## src/rtl/slave_tx_arbiter_if.sv

```systemverilog
// slave_tx_arbiter_if
//   Bundle of the shared return-line signals between NUM_SLAVES serial
//   transmitters and one master.
//   slave modport  : the arbiter's view (takes requests, drives grant/mux).
//   master modport : the environment's view (drives requests, observes grant).
//   s_valid      per-slave request
//   s_tx_done    per-slave end-of-frame pulse
//   s_tx_data    per-slave serial bit
//   m_ready      master ready
//   m_ready_out  per-slave gated copy of m_ready
//   tx_data      muxed serial line to master
//   grant        one-hot owner, zero when none
//   grant_id     binary index of last/current owner
//   busy         high while a transfer is in progress
//   timeout_err  one-cycle pulse on forced release
interface slave_tx_arbiter_if #(
  parameter int NUM_SLAVES = 3
);
  logic [NUM_SLAVES-1:0]         s_valid;
  logic [NUM_SLAVES-1:0]         s_tx_done;
  logic [NUM_SLAVES-1:0]         s_tx_data;
  logic                          m_ready;
  logic [NUM_SLAVES-1:0]         m_ready_out;
  logic                          tx_data;
  logic [NUM_SLAVES-1:0]         grant;
  logic [$clog2(NUM_SLAVES)-1:0] grant_id;
  logic                          busy;
  logic                          timeout_err;

  modport slave (
    input  s_valid, s_tx_done, s_tx_data, m_ready,
    output m_ready_out, tx_data, grant, grant_id, busy, timeout_err
  );

  modport master (
    output s_valid, s_tx_done, s_tx_data, m_ready,
    input  m_ready_out, tx_data, grant, grant_id, busy, timeout_err
  );
endinterface

```

## src/rtl/slave_tx_arbiter.sv

```systemverilog
// slave_tx_arbiter
//   Round-robin arbiter giving NUM_SLAVES serial transmitters turns on one
//   return line. A winner is picked from IDLE on the edge a request is seen,
//   owns the line until it pulses its own s_tx_done (or TIMEOUT_CYCLES XFER
//   cycles elapse), then a single RELEASE cycle separates it from the next
//   owner.
//   Ports:
//     clk  clock, rising edge
//     rst  asynchronous active-high reset
//     bus  slave_tx_arbiter_if.slave (requests in, grant / muxed data out)

// Per-slave gating: the lane only passes ready / data while it holds grant.
module slave_tx_arbiter_lane (
  input  logic gnt,
  input  logic m_ready,
  input  logic s_tx_data,
  output logic m_ready_out,
  output logic tx_bit
);
  assign m_ready_out = gnt & m_ready;
  assign tx_bit      = gnt & s_tx_data;
endmodule

module slave_tx_arbiter #(
  parameter int NUM_SLAVES     = 3,
  parameter int TIMEOUT_CYCLES = 64
) (
  input  logic              clk,
  input  logic              rst,
  slave_tx_arbiter_if.slave bus
);
  localparam int IDW = $clog2(NUM_SLAVES);
  localparam int CW  = $clog2(TIMEOUT_CYCLES + 1);
  // Counter value seen during the last allowed XFER cycle.
  localparam logic [CW-1:0] CNT_LAST = CW'(TIMEOUT_CYCLES - 1);
  localparam logic [CW-1:0] CNT_MAX  = CW'(TIMEOUT_CYCLES);
  localparam logic [NUM_SLAVES-1:0] ONE = {{(NUM_SLAVES-1){1'b0}}, 1'b1};

  typedef enum logic [1:0] {
    IDLE    = 2'd0,
    XFER    = 2'd1,
    RELEASE = 2'd2
  } state_t;

  state_t                state;
  logic [NUM_SLAVES-1:0] grant_q;
  logic [IDW-1:0]        gid_q;
  logic                  busy_q;
  logic                  te_q;
  logic [CW-1:0]         cnt;

  logic                  win_found;
  logic [IDW-1:0]        win_id;
  logic                  owner_done;
  logic                  cnt_expired;
  logic [NUM_SLAVES-1:0] mro;
  logic [NUM_SLAVES-1:0] tx_bits;

  // Round-robin search starting just after the last owner, wrapping once.
  always_comb begin
    int idx;
    win_found = 1'b0;
    win_id    = '0;
    idx       = 0;
    for (int k = 1; k <= NUM_SLAVES; k++) begin
      idx = (int'(gid_q) + k) % NUM_SLAVES;
      if (!win_found && bus.s_valid[idx]) begin
        win_found = 1'b1;
        win_id    = IDW'(idx);
      end
    end
  end

  // Only the owner's done counts; other slaves' pulses are ignored.
  assign owner_done  = bus.s_tx_done[gid_q];
  assign cnt_expired = (cnt >= CNT_LAST);

  always_ff @(posedge clk or posedge rst) begin
    if (rst) begin
      state   <= IDLE;
      grant_q <= '0;
      gid_q   <= IDW'(NUM_SLAVES - 1);  // slave 0 searched first
      busy_q  <= 1'b0;
      te_q    <= 1'b0;
      cnt     <= '0;
    end else begin
      te_q <= 1'b0;
      case (state)
        IDLE: begin
          if (win_found) begin
            state   <= XFER;
            grant_q <= ONE << win_id;
            gid_q   <= win_id;
            busy_q  <= 1'b1;
            cnt     <= '0;
          end
        end
        XFER: begin
          if (cnt != CNT_MAX) cnt <= cnt + 1'b1;
          // Done takes priority over an expiring counter in the same cycle.
          if (owner_done || cnt_expired) begin
            state   <= RELEASE;
            grant_q <= '0;
            busy_q  <= 1'b0;
            te_q    <= ~owner_done;
          end
        end
        RELEASE: state <= IDLE;  // grant_id kept as round-robin pointer
        default: begin
          state   <= IDLE;
          grant_q <= '0;
          busy_q  <= 1'b0;
        end
      endcase
    end
  end

  // grant_q is non-zero only in XFER, so the lanes are naturally quiet
  // in IDLE/RELEASE and during reset.
  for (genvar i = 0; i < NUM_SLAVES; i++) begin : g_lane
    slave_tx_arbiter_lane u_lane (
      .gnt         (grant_q[i]),
      .m_ready     (bus.m_ready),
      .s_tx_data   (bus.s_tx_data[i]),
      .m_ready_out (mro[i]),
      .tx_bit      (tx_bits[i])
    );
  end

  assign bus.m_ready_out = mro;
  assign bus.tx_data     = |tx_bits;
  assign bus.grant       = grant_q;
  assign bus.grant_id    = gid_q;
  assign bus.busy        = busy_q;
  assign bus.timeout_err = te_q;
endmodule

```

## src/flat_wrapper.sv

```systemverilog
// flat-port wrapper written by rule: the top's interface ports become plain ports
module slave_tx_arbiter_flat 
#(
  parameter int NUM_SLAVES     = 3,
  parameter int TIMEOUT_CYCLES = 64
)
  (clk, rst, bus_s_valid, bus_s_tx_done, bus_s_tx_data, bus_m_ready, bus_m_ready_out, bus_tx_data, bus_grant, bus_grant_id, bus_busy, bus_timeout_err);
  slave_tx_arbiter_if #(.NUM_SLAVES(NUM_SLAVES)) bus_i ();
  input  logic clk;
  input  logic rst;
  input wire logic [$bits(bus_i.s_valid)-1:0] bus_s_valid;
  input wire logic [$bits(bus_i.s_tx_done)-1:0] bus_s_tx_done;
  input wire logic [$bits(bus_i.s_tx_data)-1:0] bus_s_tx_data;
  input wire logic [$bits(bus_i.m_ready)-1:0] bus_m_ready;
  output wire logic [$bits(bus_i.m_ready_out)-1:0] bus_m_ready_out;
  output wire logic [$bits(bus_i.tx_data)-1:0] bus_tx_data;
  output wire logic [$bits(bus_i.grant)-1:0] bus_grant;
  output wire logic [$bits(bus_i.grant_id)-1:0] bus_grant_id;
  output wire logic [$bits(bus_i.busy)-1:0] bus_busy;
  output wire logic [$bits(bus_i.timeout_err)-1:0] bus_timeout_err;
  assign bus_i.s_valid = bus_s_valid;
  assign bus_i.s_tx_done = bus_s_tx_done;
  assign bus_i.s_tx_data = bus_s_tx_data;
  assign bus_i.m_ready = bus_m_ready;
  assign bus_m_ready_out = bus_i.m_ready_out;
  assign bus_tx_data = bus_i.tx_data;
  assign bus_grant = bus_i.grant;
  assign bus_grant_id = bus_i.grant_id;
  assign bus_busy = bus_i.busy;
  assign bus_timeout_err = bus_i.timeout_err;
  slave_tx_arbiter #(.NUM_SLAVES(NUM_SLAVES), .TIMEOUT_CYCLES(TIMEOUT_CYCLES)) u_core (.clk(clk), .rst(rst), .bus(bus_i));
endmodule
```

## config.mk

```make
export PLATFORM = sky130hd
export DESIGN_NAME = slave_tx_arbiter_flat
export DESIGN_NICKNAME = d
export VERILOG_FILES = /design/src/rtl/slave_tx_arbiter_if.sv /design/src/rtl/slave_tx_arbiter.sv /design/src/flat_wrapper.sv
export SDC_FILE = /design/constraint.sdc
export NUM_CORES = 1
export LEC_CHECK = 0
export CORE_MARGIN = 8
export CORE_UTILIZATION = 41
export CTS_CLUSTER_SIZE = 40
export DETAILED_ROUTE_END_ITERATION = 8
export PLACE_DENSITY = 0.78
export SYNTH_ARGS = -nofsm -noshare
export SYNTH_HDL_FRONTEND = slang
export SYNTH_SLANG_ARGS = --single-unit
```

## constraint.sdc

```tcl
create_clock -name clk -period 3.6 [get_ports clk]
set_input_delay 0.72 -clock clk [delete_from_list [all_inputs] [get_ports clk]]
set_output_delay 0.72 -clock clk [all_outputs]
set_load 0.005 [all_outputs]
```

==> flow_metrics.tcl, run 1 <==
set metrics [dict create \
    run_status "completed" \
    n_antenna_cell 0 \
    arrival_ns 1.95 \
    rows 18 \
    worstSetupPathType "in2out" \
    grt_overflow_total 0 \
    drtIter0Drc 48 \
    area_growth_pct 22.9 \
    drcViolationCount 0 \
    synth_area_leaders "dfrtp_1 (36%), ha_1 (6.0%), buf_4 (4.3%)" \
    yosys.area.top_type "dfrtp_1" \
    htree_levels 1 \
    syn-instance-count 107 \
    antenna_found_initial 0 \
    multi_input_area_sq_um 549 \
    num_vias 824 \
    cpLargestDelayFamily "buffers and inverters" \
    rsz0062_at_grt "false" \
    via_per_inst 5.28 \
    finalHoldViolCount 0 \
    cts_max_path_buffers 2 \
    drtPass1Iterations 4 \
    ir_worst_vdd_mv 0.396 \
    worstReg2RegEnd "u_core.bus.grant[2]" \
    crit_start "bus_s_tx_data[2]" \
    fill_cells 232 \
    synth-edff-count 0 \
    endpoint_kind "output port" \
    ys_seq_elements 16 \
    fin_area_sq_um 1270 \
    initial_utilization_pct 42.6 \
    die_y_um 66.3 \
    syn_avg_cell_area_sq_um 9.69 \
    whs_ns 0.489 \
    finalClockSkew_ns 0.00492 \
    grt_pass1_wl_mm 3.91 \
    finalCriticalPeriod_ns 2.67 \
    worstPathCellList "clkdlybuf4s50_1 -> a222oi_1 -> inv_1 -> clkdlybuf4s50_1" \
    cts.sinks 16 \
    finalWorstSetupSlack_ns 0.928 \
    ys.flop_type "dfrtp_1" \
    slew-limit-headroom_pct 59.2 \
    final-max-slew-violation-count 0 \
    seq_area_sq_um 402 \
    power_density_nw_per_um2 756 \
    worstHoldPathType "reg2reg" \
    cts_tree "done" \
    die_w_um 66.3 \
    grt_pass1_vias 906 \
    hpwl_mm 1.75 \
    final_nets 144 \
    ctsResizeCount 0 \
    synth_warnings 0 \
    holdBufCountCts 0 \
    place.gp.congestion 0.776 \
    reg2reg_setup_slack_ns 1.37 \
    worstMarginPinSlew_ns 0.612 \
    portBuffers 22 \
    ant_nets 0 \
    cpPeakStageDelay_ns 0.45 \
    place_ws_ns 0.917 \
    min_to "u_core.bus.busy" \
    slowest_stage "clkdlybuf4s50_1" \
    timing.final.crit_share_pct 74.2 \
    cts_buffers 3 \
    r2r_start "u_core.bus.grant_id[1]" \
    postCtsSetupRepairBufs 0 \
    whs_path_depth 1 \
    critical_path.startpoint_type "input port" \
    critPathBufInv 3 \
    r2r_cells 7 \
    synth_fp_nets 124 \
    worstHoldStart "u_core.bus.busy" \
    synth_top_area_share_pct 36.2 \
    ys_types 39 \
    synth_area_sq_um 1040 \
    dieArea_sq_um 4400 \
    seq_area_frac_synth_pct 38.7 \
    fmax_mhz 374 \
    wl_per_cell_um 14.3 \
    grt_max_degree 17 \
    setup_tns_ns 0 \
    place_area_sq_um 1240 \
    core_sq_um 2430 \
    ys_async_sr_fraction_pct 100 \
    cts-root-buf "clkbuf_4" \
    maxCapViolCount 0 \
    cp.required_ns 2.88 \
    power_leakage_nw 0.556 \
    ios 23 \
    clock_latency_ns 0.29 \
    setup_viol 0 \
    drive_above_1_share_pct 8.73 \
    path_max_fanout 1 \
    drt-total-wl_mm 2.24 \
    grtUsageTotal_pct 11.1 \
    clk_pin_slew_ns 0.08 \
    crit_top_cell "clkdlybuf4s50_1" \
]
==> layout by cell type, fill, tap and decap left out, types with 2 or more instances in the layout <==
cell type and instances:
o21ai_0 3, nor2b_1 3, a21o_1 2, o2bb2ai_1 3, a21oi_1 3, o21a_1 2
a22o_1 2, xor2_1 4, clkbuf_4 3, inv_1 8, nand2b_1 6, nand3b_1 3
nand4_1 2, mux2i_1 2, clkdlybuf4s50_1 22, and2_1 3, ha_1 5, dfrtp_1 15
nand2_1 7, nor2_1 8
==> stage by stage <==
step	util, %	cells	total power [mW]
final	52.4	156	0.964
after global routing	52.4	156	1.05
after CTS	52.4	156	0.978
after detailed placement	50.9	152	0.856
after global placement	50.9	152	0.829
after floorplan	-	107	0.715
==> cell usage after synthesis, types with 2 or more instances <==
| cell type | n |
|---|---|
| nor2b_1 | 3 |
| dfrtp_1 | 15 |
| o21a_1 | 2 |
| a21oi_1 | 3 |
| o2bb2ai_1 | 3 |
| nand2b_1 | 6 |
| buf_4 | 6 |
| nand4_1 | 2 |
| nor2_1 | 8 |
| inv_1 | 8 |
| ha_1 | 5 |
| and2_1 | 3 |
| mux2i_1 | 2 |
| o21ai_0 | 3 |
| nand2_1 | 7 |
| xor2_1 | 4 |
| nand3b_1 | 3 |
| a21o_1 | 2 |
| a22o_1 | 2 |
==> how the worst max path moves through the flow <==
stage                               end  cells after the start
final                       bus_tx_data                      4
after global placement      bus_tx_data                      4
after global routing        bus_tx_data                      4
after CTS                   bus_tx_data                      4
after floorplan           u_core.cnt[1]                      8
after detailed placement    bus_tx_data                      4
==> flip-flops by register name, summed over array words and instances (netlist names) <==
register and cells:
u_core.bus.busy 1, u_core.bus.grant 3, u_core.state 2, u_core.cnt 7, u_core.bus.grant_id 2, u_core.bus.timeout_err 1
==> layout make-up <==
type                    count  share of cell area (%)
clock buffers               4                    2.85
inverters                   8                    2.36
multi-input cells          76                    43.1
flip-flops and latches     16                    31.5
well taps                  30                    2.94
repair buffers             22                    17.3
==> power by group <==
group / switching [mW] / leakage (nW) / total, mW / internal, mW
Sequential: 0.0605 / 0.209 / 0.303 / 0.242
Clock: 0.0538 / 0.0210 / 0.115 / 0.0616
Combinational: 0.283 / 0.326 / 0.546 / 0.263
Total: 0.397 / 0.556 / 0.964 / 0.567
==> metal layers <==
layer	track usage (%)	up-vias	wire length (um)
li1	-	408	-
met3	2.71	4	143
met1	11.9	393	965
met4	5.87	0	53
met2	19.5	19	1070
met5	0	-	0
==> cell families (layout without fill, tap and decap cells) <==
group                      count (synthesis)  in the layout  share of synthesized area, %
AOI/OAI and AO/OA                         25             25                          19.7
xor gates and xnor gates                   5              5                          4.22
adders and majority gates                  5              5                          6.03
buffers and inverters                     15             34                          8.32
DFF                                       16             16                          38.7
muxes                                      3              3                          3.02
and+or+nand+nor                           38             38                          20.0
==> worst reg2reg max path: stages, from the launching register on <==
cell,delay (ns)
dfstp_2,0.59
inv_1,0.05
ha_1,0.26
a22o_1,0.25
a211oi_2,0.22
a31oi_2,0.11
o21a_1,0.38
a22o_1,0.26
(Power assumes the default switching activity.)
==> run 2: changes to the inputs <==
clock period = 2.66 ns   (was 3.6 ns; I/O delays follow)
==> flow_metrics.tcl, run 2 (synthesized netlist as in run 1, its figures left out) <==
set metrics [dict create \
    drcViolationCount 0 \
    critical_path.startpoint_type "input port" \
    finalClockSkew_ns 0.000766 \
    endpoint_kind "output port" \
    drt-total-wl_mm 2.23 \
    place.gp.congestion 0.807 \
    ir_worst_vdd_mv 0.557 \
    htree_levels 1 \
    final_cell_mix "clkdlybuf4s50_1 (22), dfrtp_1 (15), nor2_1 (8), inv_1 (8), nand2_1 (7)" \
    grt_max_degree 17 \
    rows 18 \
    cts_tree "done" \
    clock_latency_ns 0.28 \
    core_sq_um 2430 \
    regMostFlops "u_core.cnt" \
    die_w_um 66.3 \
    drtPass1Iterations 4 \
    cts_buffers 3 \
    portBuffers 22 \
    final-max-slew-violation-count 0 \
    maxCapViolCount 0 \
    fin_area_sq_um 1270 \
    finalCriticalPeriod_ns 2.31 \
    initial_utilization_pct 42.6 \
    power_leakage_nw 0.556 \
    run_status "completed" \
    die_y_um 66.3 \
    setup_viol 0 \
    drtIter0Drc 48 \
    worstMarginPinSlew_ns 0.584 \
    grt_pass1_vias 843 \
    holdBufCountCts 0 \
    setup_tns_ns 0 \
    postCtsSetupRepairBufs 0 \
    finalHoldViolCount 0 \
    largest_register_ffs 7 \
    power_density_nw_per_um2 1030 \
    wl_per_cell_um 14.3 \
    grt_overflow_total 0 \
    clk_pin_slew_ns 0.08 \
    place_area_sq_um 1240 \
    cp.required_ns 2.13 \
    multi_input_area_sq_um 549 \
    hpwl_mm 1.77 \
    fill_cells 239 \
    ios 23 \
    num_vias 836 \
    ant_nets 0 \
    dieArea_sq_um 4400 \
    drive_above_1_share_pct 8.73 \
    grt_pass1_wl_mm 3.77 \
    arrival_ns 1.78 \
    cts.sinks 16 \
    timing.final.crit_share_pct 86.8 \
    whs_path_depth 1 \
    cts-root-buf "clkbuf_4" \
    fmax_mhz 433 \
    worstHoldPathType "reg2reg" \
    r2r_cells 7 \
    slew-limit-headroom_pct 61.0 \
    worstSetupPathType "in2out" \
    rsz0062_at_grt "false" \
    ctsResizeCount 0 \
    via_per_inst 5.36 \
    area_growth_pct 22.9 \
    grtUsageTotal_pct 10.6 \
    final_common_cell "clkdlybuf4s50_1" \
    seq_area_sq_um 402 \
    antenna_found_initial 0 \
    power_mw 1.31 \
    path_max_fanout 1 \
    n_antenna_cell 0 \
    final_nets 144 \
    cts_max_path_buffers 2 \
]
-- run 2: cell counts in the layout (fill, tap and decap cells not counted) --
No cell type changed its count.
-- run 2: where the power goes --
part	internal, mW	leakage [nW]	switching [mW]
clock	0.0834	0.0210	0.0718
sequential	0.328	0.209	0.0843
combinational	0.356	0.326	0.386
total	0.768	0.556	0.542
-- run 2: per-layer routing --
metal  share of wire [%]  global-route usage [%]  vias to the layer above
met4                 1.7                    5.07                        0
met1                  43                    11.6                      399
met5                   0                       0                        -
li1                    -                       -                      412
met2                  50                    18.9                       20
met3                 5.6                    2.37                        5
-- run 2: per-stage QoR --
step | setup WS [ns] | std cells | hold WS [ns] | utilization, %
final | 0.352 | 156 | 0.494 | 52.4
after global placement | 0.354 | 152 | 0.480 | 50.9
after floorplan | 0.655 | 107 | 0.445 | -
after global routing | 0.265 | 156 | 0.521 | 52.4
after CTS | 0.338 | 156 | 0.506 | 52.4
after detailed placement | 0.259 | 152 | 0.486 | 50.9
-- run 2: layout make-up --
| class | count | area share [%] |
|---|---|---|
| clock buffer | 4 | 2.85 |
| inverter | 8 | 2.36 |
| multi-input combinational | 76 | 43.1 |
| sequential | 16 | 31.5 |
| tap | 30 | 2.94 |
| timing repair buffer | 22 | 17.3 |
-- run 2: worst max-delay path, stage by stage --
cell and delay (ns):
clkdlybuf4s50_1 0.41, a222oi_1 0.33, inv_1 0.07, clkdlybuf4s50_1 0.45
-- run 2: final timing paths --
kind                                             start                   to  slack [ns]
worst max-delay path                  bus_s_tx_data[2]          bus_tx_data        0.35
worst min-delay path                   u_core.bus.busy      u_core.bus.busy        0.49
worst max register to register  u_core.bus.grant_id[1]  u_core.bus.grant[2]        0.43
worst min register to register         u_core.bus.busy      u_core.bus.busy        0.49
max in group asynchronous                          rst        u_core.cnt[0]        1.68
min in group asynchronous                          rst      u_core.bus.busy        0.61
==> run 3: changes to the inputs <==
SKIP_CTS_REPAIR_TIMING = 1   (was unset)
TNS_END_PERCENT = 50   (was unset)
==> results of run 3 <==
Same layout as run 2: the final DEF is identical, and so are final timing and power.
